[src/rtl/pp_pkg.sv]
// Constants and helpers shared between the ping-pong buffer and its stream consumer.
package pp_pkg;
  localparam int PP_DW   = 4;
  localparam int PP_PACK = 4;

  localparam logic BANK_A = 1'b0;
  localparam logic BANK_B = 1'b1;

  // Bits needed to index n entries; never less than one so a 1-entry index stays legal.
  function automatic int pp_clog2(input int n);
    int r;
    r = 0;
    for (int i = 0; i < 32; i++)
      if ((1 << r) < n) r++;
    return (r < 1) ? 1 : r;
  endfunction
endpackage

[src/rtl/pp_sync_fifo.sv]
// Show-ahead synchronous FIFO; rdata reads as zero while empty.
module pp_sync_fifo
  import pp_pkg::*;
#(
  parameter int W     = 16,
  parameter int DEPTH = 4
) (
  input  logic         clk,
  input  logic         rst_n,
  input  logic         clr,
  input  logic         push,
  input  logic         pop,
  input  logic [W-1:0] wdata,
  output logic [W-1:0] rdata,
  output logic         full,
  output logic         empty
);
  localparam int AW = pp_clog2(DEPTH);
  localparam int CW = AW + 1;

  logic [DEPTH-1:0][W-1:0] mem;
  logic [AW-1:0]           wr_ptr, rd_ptr;
  logic [CW-1:0]           count;
  logic                    do_push, do_pop;

  assign empty   = (count == '0);
  assign full    = (count == CW'(DEPTH));
  assign do_pop  = pop & ~empty;
  // A full FIFO still accepts a push when the head leaves on the same edge.
  assign do_push = push & (~full | do_pop);
  assign rdata   = empty ? '0 : mem[rd_ptr];

  always_ff @(posedge clk)
    if (do_push) mem[wr_ptr] <= wdata;

  always_ff @(posedge clk or negedge rst_n) begin
    if (!rst_n) begin
      wr_ptr <= '0;
      rd_ptr <= '0;
      count  <= '0;
    end else if (clr) begin
      wr_ptr <= '0;
      rd_ptr <= '0;
      count  <= '0;
    end else begin
      if (do_push) wr_ptr <= wr_ptr + 1'b1;
      if (do_pop)  rd_ptr <= rd_ptr + 1'b1;
      case ({do_push, do_pop})
        2'b10:   count <= count + 1'b1;
        2'b01:   count <= count - 1'b1;
        default: count <= count;
      endcase
    end
  end
endmodule

[src/rtl/pp_stream_merge.sv]
// Merges the two ping-pong bank read ports into one stream, packs PACK samples per word,
// queues words behind valid/ready and checks that the stream increments by one.
module pp_stream_merge
  import pp_pkg::*;
#(
  parameter int DW         = PP_DW,
  parameter int PACK       = PP_PACK,
  parameter int FIFO_DEPTH = 4,
  parameter int CNT_W      = 16
) (
  input  logic               clk_100,
  input  logic               rst_n,
  input  logic               clr,
  input  logic [DW-1:0]      douta_b,
  input  logic [DW-1:0]      doutb_b,
  input  logic               rd_sel,
  input  logic               rd_vld,
  output logic [DW*PACK-1:0] m_data,
  output logic               m_valid,
  input  logic               m_ready,
  output logic [CNT_W-1:0]   err_cnt,
  output logic [CNT_W-1:0]   swap_cnt,
  output logic               ovf
);
  localparam int SW = pp_clog2(PACK);

  logic [DW-1:0]             s;
  logic                      take, last_slot, push, pop, full, empty;
  logic [SW-1:0]             slot_q;
  logic [PACK-1:0][DW-1:0]   word_q, push_word;
  logic                      seeded_q, last_sel_q;
  logic [DW-1:0]             expect_q;

  assign s         = (rd_sel == BANK_B) ? doutb_b : douta_b;
  assign take      = rd_vld & ~clr;
  assign last_slot = (slot_q == SW'(PACK - 1));
  assign push      = take & last_slot;
  assign pop       = m_valid & m_ready;
  // The last sample bypasses its slot register and goes straight into the pushed word.
  assign push_word = {s, word_q[PACK-2:0]};
  assign m_valid   = ~empty;

  always_ff @(posedge clk_100 or negedge rst_n) begin
    if (!rst_n)                slot_q <= '0;
    else if (clr)              slot_q <= '0;
    else if (take)             slot_q <= last_slot ? '0 : slot_q + 1'b1;
  end

  for (genvar g = 0; g < PACK; g++) begin : g_slot
    always_ff @(posedge clk_100 or negedge rst_n) begin
      if (!rst_n)                              word_q[g] <= '0;
      else if (take && slot_q == SW'(g))       word_q[g] <= s;
    end
  end

  always_ff @(posedge clk_100 or negedge rst_n) begin
    if (!rst_n) begin
      seeded_q   <= 1'b0;
      last_sel_q <= BANK_A;
      expect_q   <= '0;
      err_cnt    <= '0;
      swap_cnt   <= '0;
      ovf        <= 1'b0;
    end else if (clr) begin
      seeded_q   <= 1'b0;
      last_sel_q <= BANK_A;
      expect_q   <= '0;
      err_cnt    <= '0;
      swap_cnt   <= '0;
      ovf        <= 1'b0;
    end else begin
      if (push && full && !pop) ovf <= 1'b1;
      if (take) begin
        seeded_q   <= 1'b1;
        last_sel_q <= rd_sel;
        expect_q   <= s + 1'b1;
        if (seeded_q) begin
          if (s != expect_q && ~&err_cnt)       err_cnt  <= err_cnt + 1'b1;
          if (rd_sel != last_sel_q && ~&swap_cnt) swap_cnt <= swap_cnt + 1'b1;
        end
      end
    end
  end

  pp_sync_fifo #(.W(DW*PACK), .DEPTH(FIFO_DEPTH)) u_fifo (
    .clk   (clk_100),
    .rst_n (rst_n),
    .clr   (clr),
    .push  (push),
    .pop   (pop),
    .wdata (push_word),
    .rdata (m_data),
    .full  (full),
    .empty (empty)
  );
endmodule
[config.mk]
export PLATFORM = sky130hd
export DESIGN_NAME = pp_stream_merge
export DESIGN_NICKNAME = d
export VERILOG_FILES = /design/src/rtl/pp_pkg.sv /design/src/rtl/pp_sync_fifo.sv /design/src/rtl/pp_stream_merge.sv
export SDC_FILE = /design/constraint.sdc
export NUM_CORES = 1
export LEC_CHECK = 0
export BUFFER_PORTS_ARGS = -buffer_cell sky130_fd_sc_hd__clkbuf_2
export CAP_MARGIN = 20
export CORE_MARGIN = 3
export CORE_UTILIZATION = 40
export CTS_BUF_LIST = sky130_fd_sc_hd__clkbuf_16
export DETAILED_ROUTE_END_ITERATION = 12
export PLACE_DENSITY_LB_ADDON = 0.3
export SLEW_MARGIN = 20
export SYNTH_ARGS = -nofsm -noshare
export SYNTH_HDL_FRONTEND = slang
export SYNTH_SLANG_ARGS = --single-unit
[constraint.sdc]
create_clock -name clk_100 -period 3.2 [get_ports clk_100]
set_input_delay 0.8 -clock clk_100 [delete_from_list [all_inputs] [get_ports clk_100]]
set_output_delay 0.8 -clock clk_100 [all_outputs]
set_load 0.05 [all_outputs]
# Word-level counts from Yosys, hierarchy flattened
# Index checks and enable logic that the tools add are counted.
[word_totals] inputBits=14 word_cells=102 output_inout_bits=50 regBits=124
[classes] magnitude_cmp=3 reduce_logical=25 add_sub_neg=8 n_eq_ne=8 muxes=32 n_bitwise=9
[op_table] operator="2-to-1 mux 16 bit" count=11
[op_table] operator="bitwise mux 64 bit" count=1
[op_table] operator="adder 16 x 1 -> 16 bit (second input constant)" count=2
[op_table] operator="binary-select mux 16 bit (select 2 bit)" count=1
[op_table] operator="demux 16 bit (select 2 bit)" count=1
[op_table] operator="AND reduction 16 bit" count=2
[op_table] operator="2-to-1 mux 2 bit" count=7
[op_table] operator="nonzero test 2 bit" count=7
[op_table] operator="2-to-1 mux 4 bit" count=3
[op_table] operator="logical AND 1 bit" count=8
[op_table] operator="adder 2 x 1 -> 2 bit (second input constant)" count=3
[op_table] operator="== test 2 bit (second input constant)" count=3
[op_table] operator="less-than comparator 2 x 3 -> 1 bit (second input constant)" count=2
[op_table] operator="2-to-1 mux 1 bit" count=6
[op_table] operator="case mux 3 bit (2 select lines)" count=1
[op_table] operator="AND reduction 3 bit" count=2
[op_table] operator="AND 1 bit" count=5
[op_table] operator="adder 4 x 1 -> 4 bit (second input constant)" count=1
[op_table] operator="== test 2 x 1 -> 1 bit (second input constant)" count=2
[op_table] operator="!= test 4 bit" count=1
[op_table] operator="adder 3 x 1 -> 3 bit (second input constant)" count=1
[op_table] operator="== test 3 bit (second input constant)" count=1
[op_table] operator="logical NOT 1 bit" count=3
[op_table] operator="logical NOT 3 bit" count=1
[op_table] operator="other kinds (8)" count=10

# Longest topological paths before layout
[logic_depth] word_depth=9 ltp_mapped=9 depth_no_buf=7

# Modules after synthesis
# A second synthesis with hierarchy kept.
[unflattened] hier_cells=455 hier_area_um2=5788.1
[by_module_without_submodules] module="pp_sync_fifo" area_each_um2=3010.4 seq_area_each_um2=2097.0 cells_each=167 instances=1
[by_module_without_submodules] module="pp_stream_merge" area_each_um2=2777.7 seq_area_each_um2=1326.3 cells_each=288 instances=1

# Worst setup path before layout
# No wires, ideal clock.
[synth_timing] path_type="reg2out" startpoint="register u_fifo.rd_ptr[0]" endpoint="output m_data[10]" arrival_time_ps=1960 required_ps=2400 stages_incl_launch_ff=5 path_slack_ps=440 cell_sequence="dfrtp_1 > clkbuf_1 > buf_2 > mux4_2 > and2_1"
[synth_between] elab_chain_cells=3
[synth_rtl] item="start, declared" line_no="pp_sync_fifo.sv:22" text="logic [AW-1:0] wr_ptr, rd_ptr;"
[synth_rtl] item="start signal, assigned" line_no="pp_sync_fifo.sv:47" text="if (do_pop) rd_ptr <= rd_ptr + 1'b1;"
[synth_rtl] item="binary-select mux 16 bit (select 2 bit)" line_no="pp_sync_fifo.sv:31" text="assign rdata = empty ? '0 : mem[rd_ptr];"
[synth_rtl] item="2-to-1 mux 16 bit (implied by the code)" line_no="pp_sync_fifo.sv:31"
[synth_rtl] item="2-to-1 mux 16 bit" line_no="pp_sync_fifo.sv:31"
[synth_rtl] item="end, declared" line_no="pp_stream_merge.sv:18" text="output logic [DW*PACK-1:0] m_data,"
# Every way passes these cells. The select of a mux whose other input is x is not followed.

# Worst setup path in the final report
[layout_timing] startpoint="register u_fifo.rd_ptr[0]" endpoint="output m_data[15]"
# Same word-level chain as after synthesis.

==> summary.md <==
| Metric | Value |
|---|---|
| Multi-input gate area | 0.00211 sq mm |
| Yosys top cell by area | edfxtp_1 |
| P_int | 3210 uW |
| CP Capture Type | output pin |
| Crit path max fanout | 18 |
| Status | finished clean |
| Largest cells by area after synthesis | edfxtp_1 34%, dfrtp_1 27%, mux4_2 6.4%, and2_1 2.5%, nor2_1 2.5% |
| Max-cap violation count | 0 |
| Switching Fraction | 29.9% |
| Area share of the largest cell type after synthesis | 34.0% |
| Post-synth ARST share | 48.4% |
| Sequential cell area fraction in the yosys report | 60.5% |
| Cts repair resizes | 0 |
| Fin. max-slew vios | 0 |
| Fin. Hold Viols | 0 |
| Ys Warns | 0 |
| WL met1 | 5100 um |
| Nets@finish | 530 |
| Minimum clock period | 2.83 ns |
| Met3 Wirelength | 510 um |
| Layout cell share with drive strength beyond 1 | 23.8% |
| Vias in the first global route | 3727 |
| Crit path arrival time | 2.03 ns |
| Worst Hold Class | in2async |
| Final WL | 11400 um |
| Net count after synthesis | 457 |
| Number of fill cells | 1171 |
| Clock Tree Root | clkbuf_16 |
| Period utilisation layout | 88.5% |
| Worst EP required | 2.40 ns |
| 1st-pass router iterations | 4 |
| First-pass GRT wire length | 19300 um |
| Share of power burned in registers | 41.7% |
| Setup CP Type | reg2out |
| DP HPWL | 7720 um |
| VDD IR-drop max | 0.323 mV |
| Yosys cell types | 50 |
| Met2 WL | 5710 um |
| Routed len/inst | 16.4 um |
| PortBufs | 63 |
| Uppermost layer routed | met4 |
| N_diodes | 0 |
| Leakage | 0.00277 uW |
| Final setup viols | 0 |
| Core Area | 0.0136 sq mm |
| DIE AREA | 0.0156 sq mm |
| Avg Cell Area, Syn | 13.1 sq um |
| RSZ-0062 raised after global routing | no |
| # DRC | 0 |
| Post-synthesis cell area | 0.00566 sq mm |
| Hold Buf Count CTS | 0 |
| Number of top-level pins | 64 |
| Crit path launch type | register |
| Clk buf depth | 2 |
| Most used DFF post-synth | edfxtp_1 |
| Mapped Cells | 431 |
| CTS Sinks | 124 |
| Combinational fraction of design power | 19.1% |
| Starting Density | 41.7% |
| Placed insts | 661 |
| Via count | 3616 |
| Layout Area Growth over Synthesis | 19.3% |
| Final core occ | 49.8% |
| Count of flip-flops with a built-in enable after synthesis | 64 |
| Vias per std cell | 5.22 |
| CTS Buf Count | 17 |
| Fmax | 0.353 GHz |
| Total setup buffers inserted after CTS | 0 |
| Routability cong. | 0.805 |
| Setup TNS | 0 ns |
| GRT Util Overall | 15.3% |
| Commonest cells in the netlist | 64 x edfxtp_1, 60 x dfrtp_1, 37 x nor2_1 |
| Die Span Y | 125 um |
| Clock latency at the later pin of the worst-skew pair | 0.40 ns |
| Setup ws final | 0.369 ns |
| Final Non-Filler Cells | 693 |
| WHS | 0.435 ns |
| H-tree depth | 4 |
| Clock power frac | 39.2% |
| Slew margin rel. | 43.5% |
| GR Overflow Total | 0 |
| CTS tree | yes |
| Worst Tran Pin Value | 0.848 ns |
| ANT nets after route | 0 |
| Final Skew | 0.00686 ns |
| Row Count | 42 |
| Cell with the most instances after synthesis | edfxtp_1 |
| Synth Register Bits | 124 |
| Psw | 1370 uW |
| Chip width | 125 um |
| Clk slew on worst S/H paths | 0.05 ns |
| Initial antenna violation count | 0 |
| Pin count of the biggest net entering global routing | 55 |
| Pwr/cell area | 677 mW/mm^2 |
| Register area | 0.00342 sq mm |
| Pre-CTS WS | 0.395 ns |
| Number of DRC markers in iteration 0 | 278 |
==> per-stage QoR <==
stage,instance area [sq um],power (uW)
after floorplan,5660,2590
after global placement,6190,2810
after detailed placement,6190,2830
after CTS,6750,4630
after global routing,6750,4790
final,6750,4570
==> final timing paths <==
kind                                  start  depth (start not counted)              end  slack [ns]
max                        u_fifo.rd_ptr[0]                          4       m_data[15]        0.37
min                                   rst_n                          1      swap_cnt[2]        0.44
max reg2reg                 u_fifo.count[0]                          7  u_fifo.count[2]        0.95
min reg2reg                    push_word[9]                          0   u_fifo.mem[41]        0.53
max in group asynchronous             rst_n                          2      err_cnt[10]        2.13
min in group clk_100           push_word[9]                          0   u_fifo.mem[41]        0.53
==> flip-flops by register name (all words and copies together), names as in the netlist <==
signal and count:
u_fifo.wr_ptr 2, swap_cnt 16, u_fifo.count 3, slot_q 2
seeded_q 1, last_sel_q 1, err_cnt 16, push_word 12
expect_q 4, u_fifo.mem 64, ovf 1, u_fifo.rd_ptr 2
==> metal layers <==
| metal | GRT usage, % | vias up |
|---|---|---|
| li1 | - | 1736 |
| met1 | 20.0 | 1799 |
| met2 | 25.5 | 76 |
| met3 | 4.43 | 5 |
| met4 | 3.89 | 0 |
| met5 | 0 | - |
==> cell families after synthesis <==
family | synth area share (%)
muxes | 10.3
AOI/OAI and AO/OA | 5.59
buffers and inverters | 2.15
adders and majority gates | 2.79
xor gates and xnor gates | 3.72
DFF | 60.5
and+or+nand+nor | 15.0
==> worst max-delay path: stages (launching register included) <==
cell and delay [ns]:
dfrtp_1 0.32, buf_4 0.33, mux4_2 0.57, and2_1 0.17
clkbuf_2 0.23
==> power groups by stage <==
stage	clock network (uW)	registers, uW	logic, uW
floorplan	0	1900	690
finish	1790	1910	874
global placement	0	1930	880
CTS	1830	1910	892
global route	1910	1920	953
detailed placement	0	1940	887
==> cells in the final DEF (no fill, tap or decap), types with 11 or more instances in the layout <==
master / count
dfrtp_1: 60
clkbuf_2: 63
nand4_1: 12
nor2_1: 37
inv_1: 14
nand3_1: 14
nand2_1: 24
xor2_1: 11
mux4_2: 16
o21ai_0: 13
xnor2_1: 13
ha_1: 11
a21oi_1: 15
clkbuf_16: 17
and2_1: 23
edfxtp_1: 64
==> layout make-up <==
class,count,area share (%)
flip-flops and latches,124,50.7
multi-input cells,278,31.3
clock buffers,17,6.30
repair buffers,72,5.86
well taps,176,3.26
clock inverters,15,1.98
inverters,11,0.611
(Power assumes the default switching activity.)
